## src/rtl/wgt_load_ctrl_if.sv

```systemverilog
// rtl/wgt_load_ctrl_if.sv - weight-memory read port between wgt_load_ctrl (master) and weight memory (slave)
interface wgt_load_ctrl_if #(
    parameter int ADDR_WIDTH = 12
) ();
    logic                  mem_rd_en;
    logic [ADDR_WIDTH-1:0] mem_addr;
    logic [31:0]           mem_rd_data;

    modport master (output mem_rd_en, output mem_addr, input mem_rd_data);
    modport slave  (input mem_rd_en, input mem_addr, output mem_rd_data);
endinterface

```

## src/rtl/wgt_load_ctrl.sv

```systemverilog
// rtl/wgt_load_ctrl.sv - 3x3 filter weight-load sequencer; WGT_PREFETCH_EN enables shadow prefetch during WAIT
module wgt_load_ctrl #(
    parameter int ADDR_WIDTH = 12,
    parameter int CNT_WIDTH  = 8
) (
    input  logic                  clk_i,
    input  logic                  rst_i,
    input  logic                  start_i,
    input  logic [ADDR_WIDTH-1:0] base_addr_i,
    input  logic [CNT_WIDTH-1:0]  num_filters_i,
    wgt_load_ctrl_if.master       mem,
    output logic [31:0]           wgt_word_o [2:0],
    output logic                  wgt_read_o,
    output logic                  wgt_loaded_o,
    input  logic                  next_filter_i,
    output logic [CNT_WIDTH-1:0]  filter_idx_o,
    output logic                  busy_o,
    output logic                  done_o
);
    typedef enum logic [2:0] {IDLE, FETCH, LOAD, WAIT, DONE} state_e;

    state_e                  state_q;
    logic [ADDR_WIDTH-1:0]   base_q;
    logic [CNT_WIDTH-1:0]    num_q;
    logic [CNT_WIDTH-1:0]    idx_q;
    logic [1:0]              issue_q;     // next row to issue; 3 = all issued
    logic                    mem_rd_en_q;
    logic [ADDR_WIDTH-1:0]   mem_addr_q;
    logic [1:0]              mem_row_q;
    logic                    rd_pend_q;   // read issued last cycle, data on bus now
    logic [1:0]              pend_row_q;
    logic [31:0]             wgt_word_q [2:0];
    logic                    wgt_read_q;
    logic                    wgt_loaded_q;
    logic                    busy_q;
    logic                    done_q;

    logic [CNT_WIDTH-1:0]    idx_nxt;
    logic [CNT_WIDTH-1:0]    iss_idx;
    logic [ADDR_WIDTH-1:0]   iss_addr;
    logic                    last_filter;
    logic                    cap_last;

    assign idx_nxt     = idx_q + CNT_WIDTH'(1);
    assign last_filter = (idx_q == num_q - CNT_WIDTH'(1));
    assign cap_last    = rd_pend_q && (pend_row_q == 2'd2);
    // Outside FETCH any issued read belongs to the following filter
    assign iss_idx     = (state_q == FETCH) ? idx_q : idx_nxt;
    assign iss_addr    = base_q + ADDR_WIDTH'(3) * ADDR_WIDTH'(iss_idx) + ADDR_WIDTH'(issue_q);

`ifdef WGT_PREFETCH_EN
    logic [31:0] shadow_q [2:0];
    logic [31:0] shadow_d [2:0];
    logic        pf_full_q;

    always_comb begin
        shadow_d = shadow_q;
        if (rd_pend_q) shadow_d[pend_row_q] = mem.mem_rd_data;
    end
`endif

    always_ff @(posedge clk_i) begin
        if (rst_i) begin
            state_q      <= IDLE;
            base_q       <= '0;
            num_q        <= '0;
            idx_q        <= '0;
            issue_q      <= '0;
            mem_rd_en_q  <= 1'b0;
            mem_addr_q   <= '0;
            mem_row_q    <= '0;
            rd_pend_q    <= 1'b0;
            pend_row_q   <= '0;
            wgt_word_q   <= '{default: '0};
            wgt_read_q   <= 1'b0;
            wgt_loaded_q <= 1'b0;
            busy_q       <= 1'b0;
            done_q       <= 1'b0;
`ifdef WGT_PREFETCH_EN
            shadow_q     <= '{default: '0};
            pf_full_q    <= 1'b0;
`endif
        end else begin
            rd_pend_q   <= mem_rd_en_q;
            pend_row_q  <= mem_row_q;
            mem_rd_en_q <= 1'b0;
            wgt_read_q  <= 1'b0;
            done_q      <= 1'b0;
`ifdef WGT_PREFETCH_EN
            if (rd_pend_q) shadow_q[pend_row_q] <= mem.mem_rd_data;
            if (cap_last)  pf_full_q <= 1'b1;
`endif
            case (state_q)
                IDLE: begin
                    if (start_i) begin
                        base_q <= base_addr_i;
                        num_q  <= num_filters_i;
                        idx_q  <= '0;
                        busy_q <= 1'b1;
                        if (num_filters_i == '0) begin
                            state_q <= DONE;
                            done_q  <= 1'b1;
                        end else begin
                            state_q     <= FETCH;
                            mem_rd_en_q <= 1'b1;
                            mem_addr_q  <= base_addr_i;
                            mem_row_q   <= 2'd0;
                            issue_q     <= 2'd1;
                        end
                    end
                end
                FETCH: begin
                    if (issue_q != 2'd3) begin
                        mem_rd_en_q <= 1'b1;
                        mem_addr_q  <= iss_addr;
                        mem_row_q   <= issue_q;
                        issue_q     <= issue_q + 2'd1;
                    end
                    if (rd_pend_q) wgt_word_q[pend_row_q] <= mem.mem_rd_data;
                    if (cap_last) begin
                        state_q    <= LOAD;
                        wgt_read_q <= 1'b1;
                        issue_q    <= 2'd0;
`ifdef WGT_PREFETCH_EN
                        // Rows fetched during WAIT live only in the shadow
                        wgt_word_q <= shadow_d;
                        pf_full_q  <= 1'b0;
`endif
                    end
                end
                LOAD: begin
                    state_q      <= WAIT;
                    wgt_loaded_q <= 1'b1;
`ifdef WGT_PREFETCH_EN
                    pf_full_q <= 1'b0;
                    if (!last_filter) begin
                        mem_rd_en_q <= 1'b1;
                        mem_addr_q  <= iss_addr;
                        mem_row_q   <= 2'd0;
                        issue_q     <= 2'd1;
                    end
`endif
                end
                WAIT: begin
                    if (next_filter_i) begin
                        wgt_loaded_q <= 1'b0;
                        if (last_filter) begin
                            state_q <= DONE;
                            done_q  <= 1'b1;
                        end else begin
                            idx_q <= idx_nxt;
`ifdef WGT_PREFETCH_EN
                            if (pf_full_q || cap_last) begin
                                state_q    <= LOAD;
                                wgt_read_q <= 1'b1;
                                wgt_word_q <= shadow_d;
                                issue_q    <= 2'd0;
                                pf_full_q  <= 1'b0;
                            end else begin
                                state_q <= FETCH;
                                if (issue_q != 2'd3) begin
                                    mem_rd_en_q <= 1'b1;
                                    mem_addr_q  <= iss_addr;
                                    mem_row_q   <= issue_q;
                                    issue_q     <= issue_q + 2'd1;
                                end
                            end
`else
                            state_q     <= FETCH;
                            mem_rd_en_q <= 1'b1;
                            mem_addr_q  <= iss_addr;
                            mem_row_q   <= issue_q;
                            issue_q     <= issue_q + 2'd1;
`endif
                        end
                    end
`ifdef WGT_PREFETCH_EN
                    else if (!last_filter && issue_q != 2'd3) begin
                        mem_rd_en_q <= 1'b1;
                        mem_addr_q  <= iss_addr;
                        mem_row_q   <= issue_q;
                        issue_q     <= issue_q + 2'd1;
                    end
`endif
                end
                DONE: begin
                    state_q <= IDLE;
                    busy_q  <= 1'b0;
                end
                default: state_q <= IDLE;
            endcase
        end
    end

    assign mem.mem_rd_en = mem_rd_en_q;
    assign mem.mem_addr  = mem_addr_q;
    assign wgt_word_o    = wgt_word_q;
    assign wgt_read_o    = wgt_read_q;
    assign wgt_loaded_o  = wgt_loaded_q;
    assign filter_idx_o  = idx_q;
    assign busy_o        = busy_q;
    assign done_o        = done_q;
endmodule
```

## src/flat_wrapper.sv

```systemverilog
// flat-port wrapper written by rule: the top's interface ports become plain ports
module wgt_load_ctrl_flat 
#(
    parameter int ADDR_WIDTH = 12,
    parameter int CNT_WIDTH  = 8
)
  (clk_i, rst_i, start_i, base_addr_i, num_filters_i, wgt_word_o, wgt_read_o, wgt_loaded_o, next_filter_i, filter_idx_o, busy_o, done_o, mem_mem_rd_en, mem_mem_addr, mem_mem_rd_data);
  wgt_load_ctrl_if #(.ADDR_WIDTH(ADDR_WIDTH)) mem_i ();
  input  logic clk_i;
  input  logic rst_i;
  input  logic start_i;
  input  logic [ADDR_WIDTH-1:0] base_addr_i;
  input  logic [CNT_WIDTH-1:0] num_filters_i;
  output logic [31:0] wgt_word_o[2:0];
  output logic wgt_read_o;
  output logic wgt_loaded_o;
  input  logic next_filter_i;
  output logic [CNT_WIDTH-1:0] filter_idx_o;
  output logic busy_o;
  output logic done_o;
  output wire logic [$bits(mem_i.mem_rd_en)-1:0] mem_mem_rd_en;
  output wire logic [$bits(mem_i.mem_addr)-1:0] mem_mem_addr;
  input wire logic [$bits(mem_i.mem_rd_data)-1:0] mem_mem_rd_data;
  assign mem_mem_rd_en = mem_i.mem_rd_en;
  assign mem_mem_addr = mem_i.mem_addr;
  assign mem_i.mem_rd_data = mem_mem_rd_data;
  wgt_load_ctrl #(.ADDR_WIDTH(ADDR_WIDTH), .CNT_WIDTH(CNT_WIDTH)) u_core (.clk_i(clk_i), .rst_i(rst_i), .start_i(start_i), .base_addr_i(base_addr_i), .num_filters_i(num_filters_i), .mem(mem_i), .wgt_word_o(wgt_word_o), .wgt_read_o(wgt_read_o), .wgt_loaded_o(wgt_loaded_o), .next_filter_i(next_filter_i), .filter_idx_o(filter_idx_o), .busy_o(busy_o), .done_o(done_o));
endmodule
```

## config.mk

```make
export PLATFORM = sky130hd
export DESIGN_NAME = wgt_load_ctrl_flat
export DESIGN_NICKNAME = d
export VERILOG_FILES = /design/src/rtl/wgt_load_ctrl_if.sv /design/src/rtl/wgt_load_ctrl.sv /design/src/flat_wrapper.sv
export SDC_FILE = /design/constraint.sdc
export NUM_CORES = 1
export LEC_CHECK = 0
export ABC_AREA = 1
export CELL_PAD_IN_SITES_DETAIL_PLACEMENT = 1
export CELL_PAD_IN_SITES_GLOBAL_PLACEMENT = 1
export CORE_MARGIN = 10
export CORE_UTILIZATION = 35
export CTS_CLUSTER_SIZE = 40
export DETAILED_ROUTE_END_ITERATION = 12
export PLACE_DENSITY = 0.89
export SETUP_SLACK_MARGIN = 0.1
export SLEW_MARGIN = 5
export SYNTH_ARGS = -nofsm -noshare
export SYNTH_HDL_FRONTEND = slang
export SYNTH_SLANG_ARGS = --single-unit
```

## constraint.sdc

```tcl
create_clock -name clk_i -period 5.05 [get_ports clk_i]
set_input_delay 1.01 -clock clk_i [delete_from_list [all_inputs] [get_ports clk_i]]
set_output_delay 1.01 -clock clk_i [all_outputs]
set_load 0.03 [all_outputs]
```

## After elaboration in Yosys (flattened, before gate mapping)

Cells that the tools add are included.

- Word-level logic and storage cells: 106
- Register bits: 151
- Input port bits: 56

- Reductions and logical operators: 17
- Add/sub/neg operators: 5
- Bitwise gates (word level): 1
- Order comparisons: 2
- Multiply operators: 1
- Mux-type cells: 49
- Eq/ne operators: 14

Operators by type and width:

| kind | count |
|---|---|
| 96-bit bitwise mux | 1 |
| 32-bit demux with 2-bit select | 1 |
| 12-bit 2-to-1 mux | 5 |
| 12-bit case mux with 3 select lines | 1 |
| 32-bit 2-to-1 mux | 1 |
| 8-bit 2-to-1 mux | 4 |
| 2-bit 2-to-1 mux | 11 |
| 8-bit case mux with 2 select lines | 1 |
| 3-bit 2-to-1 mux | 5 |
| 12-bit by 10-bit adder with 12-bit output | 1 |
| 12-bit by 2-bit adder with 12-bit output | 1 |
| 1-bit 2-to-1 mux | 12 |
| 2-bit inequality test, second input constant | 6 |
| 2-bit case mux with 3 select lines | 2 |
| 3-bit case mux with 4 select lines | 1 |
| 6-bit AND reduction | 2 |
| 2-bit by 8-bit multiplier with 10-bit output, first input constant | 1 |
| 8-bit by 1-bit adder with 8-bit output, second input constant | 1 |
| 8-bit == test | 1 |
| 8-bit logical NOT | 1 |
| 2-bit AND reduction | 4 |
| 8-bit by 1-bit subtractor with 8-bit output, second input constant | 1 |
| 3-bit by 2-bit == test with 1-bit output, second input constant | 2 |
| 1-bit case mux with 2 select lines | 3 |
| 17 further kinds | 20 |

## Logic depth before layout (Yosys ltp)

Gate-level depths: netlist of run 1.

- Depth in word-level cells: 8
- Mapped depth: 23
- Depth with buffers taken out: 23

## Least setup slack after synthesis of run 1

Ideal clock, no wire load.

- Path kind: register -> register
- Start: register u_core.idx_q[0], in the netlist u_core.filter_idx_o[0]
- End: register u_core.mem_addr_q[7], in the netlist u_core.mem.mem_addr[7]
- Period minus slack after synthesis: 3.585 ns
- Setup slack: 1.465 ns
- Stages on the path, launching flop included: 21
- Data required time: 4.937 ns
- Data arrival time: 3.472 ns
- Path buffers: 0
- Cell sequence: dfxtp_1 -> ha_1 -> nand2_1 -> o21ai_0 -> fa_1 -> inv_1 -> fa_1 -> inv_1 -> ha_1 -> inv_1 -> fa_1 -> inv_1 -> nand3_1 -> nand3_1 -> nand2_1 -> nand2_1 -> nand2_1 -> nand2_1 -> o21ai_0 -> o21ai_1 -> nor2_1

- Word-level cells in the longest chain between the ends: 8

RTL lines:

| what | RTL line | source |
|---|---|---|
| start: declaration | wgt_load_ctrl.sv:25 | `logic [CNT_WIDTH-1:0] idx_q;` |
| start signal: assignment | wgt_load_ctrl.sv:151 | `idx_q <= idx_nxt;` |
| 8-bit by 1-bit adder with 8-bit output | wgt_load_ctrl.sv:44 | `assign idx_nxt = idx_q + CNT_WIDTH'(1);` |
| 8-bit 2-to-1 mux | wgt_load_ctrl.sv:48 | `assign iss_idx = (state_q == FETCH) ? idx_q : idx_nxt;` |
| 2-bit by 8-bit multiplier with 10-bit output | wgt_load_ctrl.sv:49 | `assign iss_addr = base_q + ADDR_WIDTH'(3) * ADDR_WIDTH'(iss_idx) + ADDR_WIDTH'(issue_q);` |
| 12-bit by 10-bit adder with 12-bit output | wgt_load_ctrl.sv:49 |  |
| 12-bit by 2-bit adder with 12-bit output | wgt_load_ctrl.sv:49 |  |
| 12-bit 2-to-1 mux | wgt_load_ctrl.sv:147 | `if (last_filter) begin` |
| 12-bit 2-to-1 mux | wgt_load_ctrl.sv:145 | `if (next_filter_i) begin` |
| 12-bit case mux with 3 select lines | wgt_load_ctrl.sv:93 | `case (state_q)` |
| end signal: assignment | wgt_load_ctrl.sv:106 | `mem_addr_q <= base_addr_i;` |
| end signal: assignment | wgt_load_ctrl.sv:115 | `mem_addr_q <= iss_addr;` |
| end signal: assignment | wgt_load_ctrl.sv:171 | `mem_addr_q <= iss_addr;` |
| end: declaration | wgt_load_ctrl.sv:28 | `logic [ADDR_WIDTH-1:0] mem_addr_q;` |

Several ways; a longest one is shown, not always the timed one. The select of a mux whose other input is x is not followed.
A chain may end at the register's enable or synchronous reset.

## Worst setup path in the final report of run 1

- Start: register u_core.state_q[0]
- End: register u_core.mem_addr_q[7], in the netlist u_core.mem.mem_addr[7]

- Word-level cells in the longest chain between the ends: 8

RTL lines:

| what | RTL line | source |
|---|---|---|
| start: declaration | wgt_load_ctrl.sv:22 | `state_e state_q;` |
| start signal: assignment | wgt_load_ctrl.sv:64 | `state_q <= IDLE;` |
| start signal: assignment | wgt_load_ctrl.sv:101 | `state_q <= DONE;` |
| start signal: assignment | wgt_load_ctrl.sv:104 | `state_q <= FETCH;` |
| 3-bit by 1-bit == test with 1-bit output | wgt_load_ctrl.sv:48, wgt_load_ctrl.sv:93 |  |
| 8-bit 2-to-1 mux | wgt_load_ctrl.sv:48 |  |
| 2-bit by 8-bit multiplier with 10-bit output | wgt_load_ctrl.sv:49 |  |
| 12-bit by 10-bit adder with 12-bit output | wgt_load_ctrl.sv:49 |  |
| 12-bit by 2-bit adder with 12-bit output | wgt_load_ctrl.sv:49 |  |
| 12-bit 2-to-1 mux | wgt_load_ctrl.sv:147 |  |
| 12-bit 2-to-1 mux | wgt_load_ctrl.sv:145 |  |
| 12-bit case mux with 3 select lines | wgt_load_ctrl.sv:93 |  |

Several ways; a longest one is shown, not always the timed one. The select of a mux whose other input is x is not followed.

==> metrics.txt, run 1 <==
# TYPE chip_impl_metric gauge
chip_impl_metric{name="grt_util_all_layers",unit="%"} 18.9
chip_impl_metric{name="crit_arrival",unit="ps"} 4700
chip_impl_info{name="critPathLaunchType",value="register"} 1
chip_impl_metric{name="post_route_cells_drive_above_1_share",unit="%"} 5.73
chip_impl_metric{name="post-cts-setup-buffers",unit=""} 0
chip_impl_metric{name="crit_path_max_fanout",unit=""} 19
chip_impl_info{name="netlist.top_cell.by_area",value="dfxtp_1"} 1
chip_impl_metric{name="final_max_slew_viol_count",unit=""} 0
chip_impl_metric{name="grt_pass1_vias",unit=""} 7367
chip_impl_metric{name="report.final.hold_viol_count",unit=""} 0
chip_impl_metric{name="die_y",unit="µm"} 161
chip_impl_metric{name="place_ws",unit="ps"} 784
chip_impl_metric{name="core-area",unit="µm²"} 19500
chip_impl_metric{name="num_rows",unit=""} 51
chip_impl_info{name="worst_r2r_startpoint",value="u_core.state_q[0]$_SDFFE_PP0P_"} 1
chip_impl_metric{name="power_per_cell_area",unit="nW/µm²"} 418
chip_impl_metric{name="place.port_buffers",unit=""} 176
chip_impl_info{name="cts.root.buffer_cell",value="clkbuf_16"} 1
chip_impl_metric{name="synth.ff_latch_count",unit=""} 151
chip_impl_metric{name="syn-instance-count",unit=""} 967
chip_impl_metric{name="grt_use_met3",unit="%"} 4.32
chip_impl_info{name="rsz0062_at_grt",value="no"} 1
chip_impl_metric{name="die_w",unit="µm"} 161
chip_impl_metric{name="power.static_leakage",unit="µW"} 0.00391
chip_impl_metric{name="top_level_ports",unit=""} 177
chip_impl_metric{name="pin_count_of_the_biggest_net_entering_global_routing",unit=""} 63
chip_impl_metric{name="wire_length_of_the_first_global_routing_pass",unit="µm"} 39700
chip_impl_metric{name="vias",unit=""} 7043
chip_impl_metric{name="fin_skew",unit="ps"} 11.5
chip_impl_info{name="cts_tree",value="built"} 1
chip_impl_metric{name="gr-usage-met2",unit="%"} 32.4
chip_impl_metric{name="synth.distinct_cells",unit=""} 30
chip_impl_info{name="outcome",value="finished clean"} 1
chip_impl_metric{name="dp_hpwl",unit="µm"} 18100
chip_impl_metric{name="worst_r2r_path_depth",unit=""} 21
chip_impl_metric{name="area_growth_syn_to_layout",unit="%"} 36.4
chip_impl_metric{name="hold_path_depth",unit=""} 2
chip_impl_metric{name="max-slew-margin-rel",unit="%"} 51.0
chip_impl_metric{name="routed_wl",unit="µm"} 25000
chip_impl_metric{name="vdd_ir_drop_max",unit="mV"} 0.262
chip_impl_metric{name="maxCapViolCount",unit=""} 0
chip_impl_metric{name="synthesis_warnings",unit=""} 0
chip_impl_metric{name="detailedRoute.firstPassIterationCount",unit=""} 5
chip_impl_metric{name="postSynthNetCount",unit=""} 1057
chip_impl_metric{name="path_clk_slew",unit="ps"} 70
chip_impl_metric{name="h_tree_level_count",unit=""} 4
chip_impl_metric{name="detail_route.iter0.violations",unit=""} 370
chip_impl_info{name="grt.busiest_layer",value="met2"} 1
chip_impl_metric{name="cts_repair_resize_count",unit=""} 0
chip_impl_info{name="worst_setup_path_end_kind",value="register"} 1
chip_impl_metric{name="post_drt_via_cell_ratio",unit=""} 5.03
chip_impl_metric{name="cts-buffers-inserted",unit=""} 17
chip_impl_metric{name="synth-seq-area-share",unit="%"} 43.5
chip_impl_metric{name="floorplan.initialDensity",unit="%"} 35.6
chip_impl_metric{name="routed_wire_length_per_instance",unit="µm"} 17.9
chip_impl_metric{name="design.final.nets",unit=""} 1211
chip_impl_metric{name="route.antenna.remaining_nets",unit=""} 0
chip_impl_metric{name="finalSetupTns",unit="ps"} 0
chip_impl_metric{name="drcViolationCount",unit=""} 0
chip_impl_info{name="critical_path_class",value="register to register"} 1
chip_impl_metric{name="achievable-frequency",unit="GHz"} 0.228
chip_impl_metric{name="postSynthAreaPerCell",unit="µm²"} 7.19
chip_impl_metric{name="synth_top_cell_area_share",unit="%"} 43.5
chip_impl_metric{name="insertion_delay",unit="ps"} 430
chip_impl_metric{name="grt.overflow.total",unit=""} 0
chip_impl_info{name="crit-reg2reg-capture",value="u_core.mem.mem_addr[7]$_SDFFE_PP0P_"} 1
chip_impl_metric{name="r2r_setup_slack",unit="ps"} 670
chip_impl_metric{name="final_critical_path_share_of_the_clock_period",unit="%"} 86.7
chip_impl_metric{name="tightestPinTransition",unit="ps"} 733
chip_impl_metric{name="place.gp.congestion",unit=""} 0.883
chip_impl_metric{name="design.die.area",unit="µm²"} 25900
chip_impl_metric{name="worst_hold_slack",unit="ps"} 424
chip_impl_metric{name="clock_path_buffers",unit=""} 2
chip_impl_info{name="hold_path_class",value="register to register"} 1
chip_impl_metric{name="final-setup-viol-count",unit=""} 0
chip_impl_metric{name="timing.final.ws_setup",unit="ps"} 671
chip_impl_info{name="timing.hold.worst_endpoint",value="u_core.pend_row_q[0]$_SDFF_PP0_"} 1
chip_impl_metric{name="grt_antenna_before_repair",unit=""} 1
chip_impl_info{name="synth_top_cells_by_area",value="dfxtp_1 (43%), nor2_1 (10%), nand2_1 (9.2%), o21ai_0 (6.3%), a21oi_1 (5.4%)"} 1
chip_impl_metric{name="fin_crit",unit="ps"} 4380
chip_impl_metric{name="critical_path_required",unit="ps"} 5370
chip_impl_metric{name="clock-sinks",unit=""} 151
chip_impl_metric{name="synthesis.area",unit="µm²"} 6950
chip_impl_info{name="worst_hold_startpoint",value="u_core.mem_row_q[0]$_SDFFE_PP0P_"} 1
chip_impl_metric{name="cts_hold_repair.buffers",unit=""} 0
chip_impl_metric{name="grtUsageMet1",unit="%"} 22.4
[worst max path at each step]
stage               slack (ps)                             endpoint                                 from  cells after the start
finish                     670  u_core.mem.mem_addr[7]$_SDFFE_PP0P_       u_core.state_q[0]$_SDFFE_PP0P_                     21
global route               290  u_core.mem.mem_addr[9]$_SDFFE_PP0P_       u_core.state_q[2]$_SDFFE_PP0P_                     21
detailed placement         780  u_core.mem.mem_addr[7]$_SDFFE_PP0P_       u_core.state_q[0]$_SDFFE_PP0P_                     21
global placement          1040  u_core.mem.mem_addr[7]$_SDFFE_PP0P_       u_core.state_q[2]$_SDFFE_PP0P_                     22
CTS                        670  u_core.mem.mem_addr[7]$_SDFFE_PP0P_       u_core.state_q[0]$_SDFFE_PP0P_                     21
floorplan                 1460  u_core.mem.mem_addr[7]$_SDFFE_PP0P_  u_core.filter_idx_o[0]$_SDFFE_PP0P_                     20
[metal layers]
layer / share of wire [%] / routed length (µm) / up-vias
met2: 48 / 12100 / 208
met3: 5.2 / 1290 / 45
met4: 3.1 / 774 / 0
met5: 0 / 0 / -
li1: - / - / 3401
met1: 43 / 10800 / 3389
[worst max-delay path, stage by stage (launching register included)]
cell     delay (ps)
dfxtp_1         390
nand2_2         240
nor2_4          410
inv_2           140
o21ai_0         390
fa_1            490
inv_1            90
fa_1            420
inv_1            70
ha_1            200
inv_1            70
fa_1            430
inv_1           140
nand3_1          80
nand3_1         170
nand2_1          70
nand2_1          90
nand2_1          50
nand2_1          50
o21ai_0          80
o21ai_1         130
nor2_1           50
[power by group]
part	switching, µW	internal [µW]	leakage, µW	total [µW]
logic	836	439	0.00239	1270
registers	83.9	1320	0.00122	1400
clock network	618	671	0.000295	1290
total	1540	2430	0.00391	3970
[stage by stage]
step,power (µW),instances,util (%),instance area (µm²)
final,3970,1400,48.6,9490
after detailed placement,2680,1367,45.5,8890
after CTS,4000,1399,48.6,9480
after global routing,4190,1400,48.6,9490
after floorplan,2260,967,-,6950
after global placement,2630,1367,45.5,8890
[Yosys cell counts (all sizes together)]
cell type / number
a211oi: 2
a21o: 2
a21oi: 77
buf: 13
clkbuf: 34
clkinv: 1
dfxtp: 151
fa: 7
ha: 27
inv: 93
nand2: 174
nand3: 34
nand3b: 1
nand4: 7
nor2: 193
o211ai: 1
o21ai: 135
xnor2: 5
xor2: 10
[state kept, by name (all words and copies together) (netlist names)]
register,flops
u_core.mem.mem_addr,12
u_core.issue_q,2
u_core.busy_o,1
u_core.num_q,8
u_core.base_q,12
u_core.done_o,1
u_core.wgt_loaded_o,1
u_core.pend_row_q,2
u_core.state_q,3
u_core.filter_idx_o,8
u_core.rd_pend_q,1
u_core.mem_row_q,2
u_core.mem.mem_rd_en,1
u_core.wgt_read_o,1
u_core.wgt_word_o,96
[layout make-up]
cell class | instances | area (µm²)
Antenna cell | 1 | 2.50
Tap cell | 265 | 332
Inverter | 94 | 353
Clock inverter | 15 | 169
Timing Repair Buffer | 182 | 1810
Multi-Input combinational cell | 675 | 3370
Sequential cell | 151 | 3020
Clock buffer | 17 | 425
Fill cell | 2464 | 10000
[kinds of logic after synthesis]
group	after synthesis	share of synthesized area (%)
AND/OR/NAND/NOR	409	23.7
buffers and inverters	141	8.01
XOR/XNOR	15	1.89
AO/OA/AOI/OAI	217	16.1
flip-flops	151	43.5
adder cells (fa/ha/maj)	34	6.87
[placed cells by master (no fill, tap or decap), types with 9 or more instances in the layout]
master	count
dfxtp_1	151
o21ai_0	87
inv_1	82
nand2_1	171
clkdlybuf4s50_1	176
xor2_1	10
o21ai_1	48
ha_1	27
inv_8	9
a21oi_1	75
nand3_1	31
nor2_1	187
clkbuf_16	17
inv_2	12
No activity file was read; power rests on OpenSTA's default activity.
==> inputs of run 2 (changes only) <==
--- a/config.mk
+++ b/config.mk
@@ -12,6 +12,8 @@
 export CORE_UTILIZATION = 35
 export CTS_CLUSTER_SIZE = 40
 export DETAILED_ROUTE_END_ITERATION = 12
+export GPL_ROUTABILITY_DRIVEN = 0
+export GPL_TIMING_DRIVEN = 0
 export PLACE_DENSITY = 0.89
 export SETUP_SLACK_MARGIN = 0.1
 export SLEW_MARGIN = 5
==> metrics.txt, run 2 (synthesized netlist as in run 1, its figures left out) <==
# TYPE chip_impl_metric gauge
chip_impl_metric{name="area_growth_syn_to_layout",unit="%"} 39.1
chip_impl_metric{name="critical_path_required",unit="ps"} 5420
chip_impl_metric{name="route.antenna.remaining_nets",unit=""} 0
chip_impl_info{name="cp_slowest_cell",value="fa_1"} 1
chip_impl_metric{name="finish.utilization",unit="%"} 49.5
chip_impl_metric{name="final.fill_count",unit=""} 2473
chip_impl_metric{name="largest_register_ffs",unit=""} 96
chip_impl_info{name="worst_setup_path_end_kind",value="register"} 1
chip_impl_metric{name="place.port_buffers",unit=""} 175
chip_impl_metric{name="path_clk_slew",unit="ps"} 70
chip_impl_metric{name="cts_repair_resize_count",unit=""} 0
chip_impl_metric{name="insertion_delay",unit="ps"} 440
chip_impl_metric{name="multi_input_comb_area",unit="µm²"} 3370
chip_impl_info{name="layout_common_cells",value="nor2_1 (187), clkdlybuf4s50_1 (175), nand2_1 (171)"} 1
chip_impl_metric{name="detail_route.iter0.violations",unit=""} 324
chip_impl_metric{name="h_tree_level_count",unit=""} 4
chip_impl_metric{name="dp_hpwl",unit="µm"} 20000
chip_impl_metric{name="grt.overflow.total",unit=""} 0
chip_impl_info{name="final_common_cell",value="nor2_1"} 1
chip_impl_metric{name="post_drt_via_cell_ratio",unit=""} 5.06
chip_impl_metric{name="power.static_leakage",unit="µW"} 0.00398
chip_impl_info{name="outcome",value="finished clean"} 1
chip_impl_metric{name="design.final.nets",unit=""} 1251
chip_impl_info{name="worst_path_dominant_cell_family",value="adder cells"} 1
chip_impl_metric{name="routed_wl",unit="µm"} 26800
chip_impl_info{name="critical_path_class",value="register to register"} 1
chip_impl_metric{name="fin_crit",unit="ps"} 4150
chip_impl_metric{name="relative_contribution_of_sequential_cells_to_total_power",unit="%"} 34.7
chip_impl_metric{name="floorplan.initialDensity",unit="%"} 35.6
chip_impl_metric{name="die_y",unit="µm"} 161
chip_impl_metric{name="routed_wire_length_per_instance",unit="µm"} 18.6
chip_impl_metric{name="fin_skew",unit="ps"} 9.22
chip_impl_metric{name="tightestPinTransition",unit="ps"} 701
chip_impl_metric{name="die_w",unit="µm"} 161
chip_impl_info{name="hold_path_class",value="register to register"} 1
chip_impl_metric{name="clock-sinks",unit=""} 151
chip_impl_metric{name="cts_hold_repair.buffers",unit=""} 0
chip_impl_metric{name="grt_util_all_layers",unit="%"} 20.1
chip_impl_metric{name="design_area",unit="µm²"} 9670
chip_impl_metric{name="core-area",unit="µm²"} 19500
chip_impl_metric{name="netSwitchingFraction",unit="%"} 39.2
chip_impl_metric{name="timing.final.ws_setup",unit="ps"} 902
chip_impl_metric{name="power_per_cell_area",unit="nW/µm²"} 418
chip_impl_info{name="critPathLaunchType",value="register"} 1
chip_impl_metric{name="max-slew-margin-rel",unit="%"} 53.3
chip_impl_metric{name="crit_path_max_fanout",unit=""} 10
chip_impl_metric{name="dpl_cell_area",unit="µm²"} 9040
chip_impl_metric{name="internal_power",unit="µW"} 2460
chip_impl_metric{name="worst_path_buf_inv",unit=""} 5
chip_impl_metric{name="post-cts-setup-buffers",unit=""} 0
chip_impl_metric{name="maxCapViolCount",unit=""} 0
chip_impl_metric{name="final_max_slew_viol_count",unit=""} 0
chip_impl_metric{name="achievable-frequency",unit="GHz"} 0.241
chip_impl_metric{name="final-setup-viol-count",unit=""} 0
chip_impl_metric{name="combinational_cell_fraction_of_total_power",unit="%"} 32.4
chip_impl_metric{name="drcViolationCount",unit=""} 0
chip_impl_metric{name="power.share.clock",unit="%"} 32.9
chip_impl_info{name="cp_cell_sequence",value="nand2_2 > nor2_4 > inv_2 > o21ai_0 > fa_1 > inv_1 > fa_1 > inv_1 > ha_1 > inv_1 > fa_1 > inv_1 > nand3_1 > nand3_1 > nand2_1 > nand2_1 > nor2_1 > o21ai_0 > o21ai_1 > nor2_1"} 1
chip_impl_metric{name="grt_pass1_vias",unit=""} 7649
chip_impl_metric{name="num_rows",unit=""} 51
chip_impl_metric{name="final_critical_path_share_of_the_clock_period",unit="%"} 82.1
chip_impl_metric{name="pin_count_of_the_biggest_net_entering_global_routing",unit=""} 20
chip_impl_info{name="critical_path.most_common_cell",value="inv_1"} 1
chip_impl_metric{name="design.die.area",unit="µm²"} 25900
chip_impl_info{name="cts_tree",value="built"} 1
chip_impl_metric{name="wire_length_of_the_first_global_routing_pass",unit="µm"} 41800
chip_impl_metric{name="vdd_ir_drop_max",unit="mV"} 0.282
chip_impl_metric{name="p_sw",unit="µW"} 1590
chip_impl_metric{name="detailedRoute.firstPassIterationCount",unit=""} 5
chip_impl_metric{name="grt_antenna_before_repair",unit=""} 2
chip_impl_metric{name="worst_hold_slack",unit="ps"} 424
chip_impl_metric{name="finalSetupTns",unit="ps"} 0
chip_impl_metric{name="post_route_cells_drive_above_1_share",unit="%"} 6.05
chip_impl_info{name="cts.root.buffer_cell",value="clkbuf_16"} 1
chip_impl_metric{name="crit_arrival",unit="ps"} 4520
chip_impl_metric{name="cts-buffers-inserted",unit=""} 17
chip_impl_metric{name="report.final.hold_viol_count",unit=""} 0
chip_impl_metric{name="place_ws",unit="ps"} 934
chip_impl_info{name="rsz0062_at_grt",value="no"} 1
chip_impl_metric{name="critical-path-max-stage-delay",unit="ps"} 500
chip_impl_metric{name="top_level_ports",unit=""} 177
chip_impl_metric{name="layout.area.seq",unit="µm²"} 3020
chip_impl_metric{name="clock_path_buffers",unit=""} 2
chip_impl_metric{name="vias",unit=""} 7300
run 2: cell count changes in the layout (fill, tap and decap cells not counted), sizes merged:
| cell | before | now |
|---|---|---|
| clkbuf | 17 | 51 |
| inv | 104 | 100 |
| clkdlybuf4s50 | 176 | 175 |
| clkinv | 5 | 9 |
| buf | 6 | 13 |
| diode | 1 | 3 |
run 2: layer usage:
metal / part of all wire (%) / track usage (%)
met1: 42 / 23.2
met4: 3.7 / 9.39
met5: 0 / 0
met2: 50 / 35.0
met3: 5.2 / 4.09
run 2: final timing paths:
path                                   startpoint                                  end  cells after the start  slack [ps]
setup / recovery   u_core.state_q[0]$_SDFFE_PP0P_  u_core.mem.mem_addr[7]$_SDFFE_PP0P_                     20         900
hold reg to reg   u_core.mem.mem_rd_en$_SDFF_PP0_          u_core.rd_pend_q$_SDFF_PP0_                      2         420
hold / removal    u_core.mem.mem_rd_en$_SDFF_PP0_          u_core.rd_pend_q$_SDFF_PP0_                      2         420
setup reg to reg   u_core.state_q[0]$_SDFFE_PP0P_  u_core.mem.mem_addr[7]$_SDFFE_PP0P_                     20         900
run 2: power groups by stage:
stage	Sequential [µW]	Clock, µW	Combinational, µW
detailed placement	1430	0	1300
finish	1400	1330	1310
global route	1420	1400	1450
floorplan	1560	0	695
global placement	1420	0	1250
CTS	1400	1340	1320
run 2: layout make-up:
type / count / share of cell area, %
Sequential cell: 151 / 31.2
Buffer: 47 / 2.11
Tap cell: 265 / 3.43
Antenna cell: 3 / 0.0776
Multi-Input combinational cell: 675 / 34.9
Inverter: 94 / 3.65
Timing Repair Buffer: 175 / 18.1
Clock inverter: 15 / 2.11
Clock buffer: 17 / 4.40
run 2: through the flow:
| step | cells | total power [µW] |
|---|---|---|
| 3_3_place_gp | 1407 | 2670 |
| 2_1_floorplan | 967 | 2260 |
| 4_1_cts | 1439 | 4060 |
| 6_report | 1442 | 4040 |
| 5_1_grt | 1441 | 4270 |
| 3_5_place_dp | 1407 | 2730 |
run 2: worst register-to-register path: stages (launching register included):
cell and delay (ps):
dfxtp_1 390, nand2_2 190, nor2_4 260, inv_2 130
o21ai_0 440, fa_1 500, inv_1 90, fa_1 410
inv_1 70, ha_1 200, inv_1 70, fa_1 400
inv_1 90, nand3_1 70, nand3_1 150, nand2_1 70
nand2_1 80, nor2_1 40, o21ai_0 240, o21ai_1 100
nor2_1 90
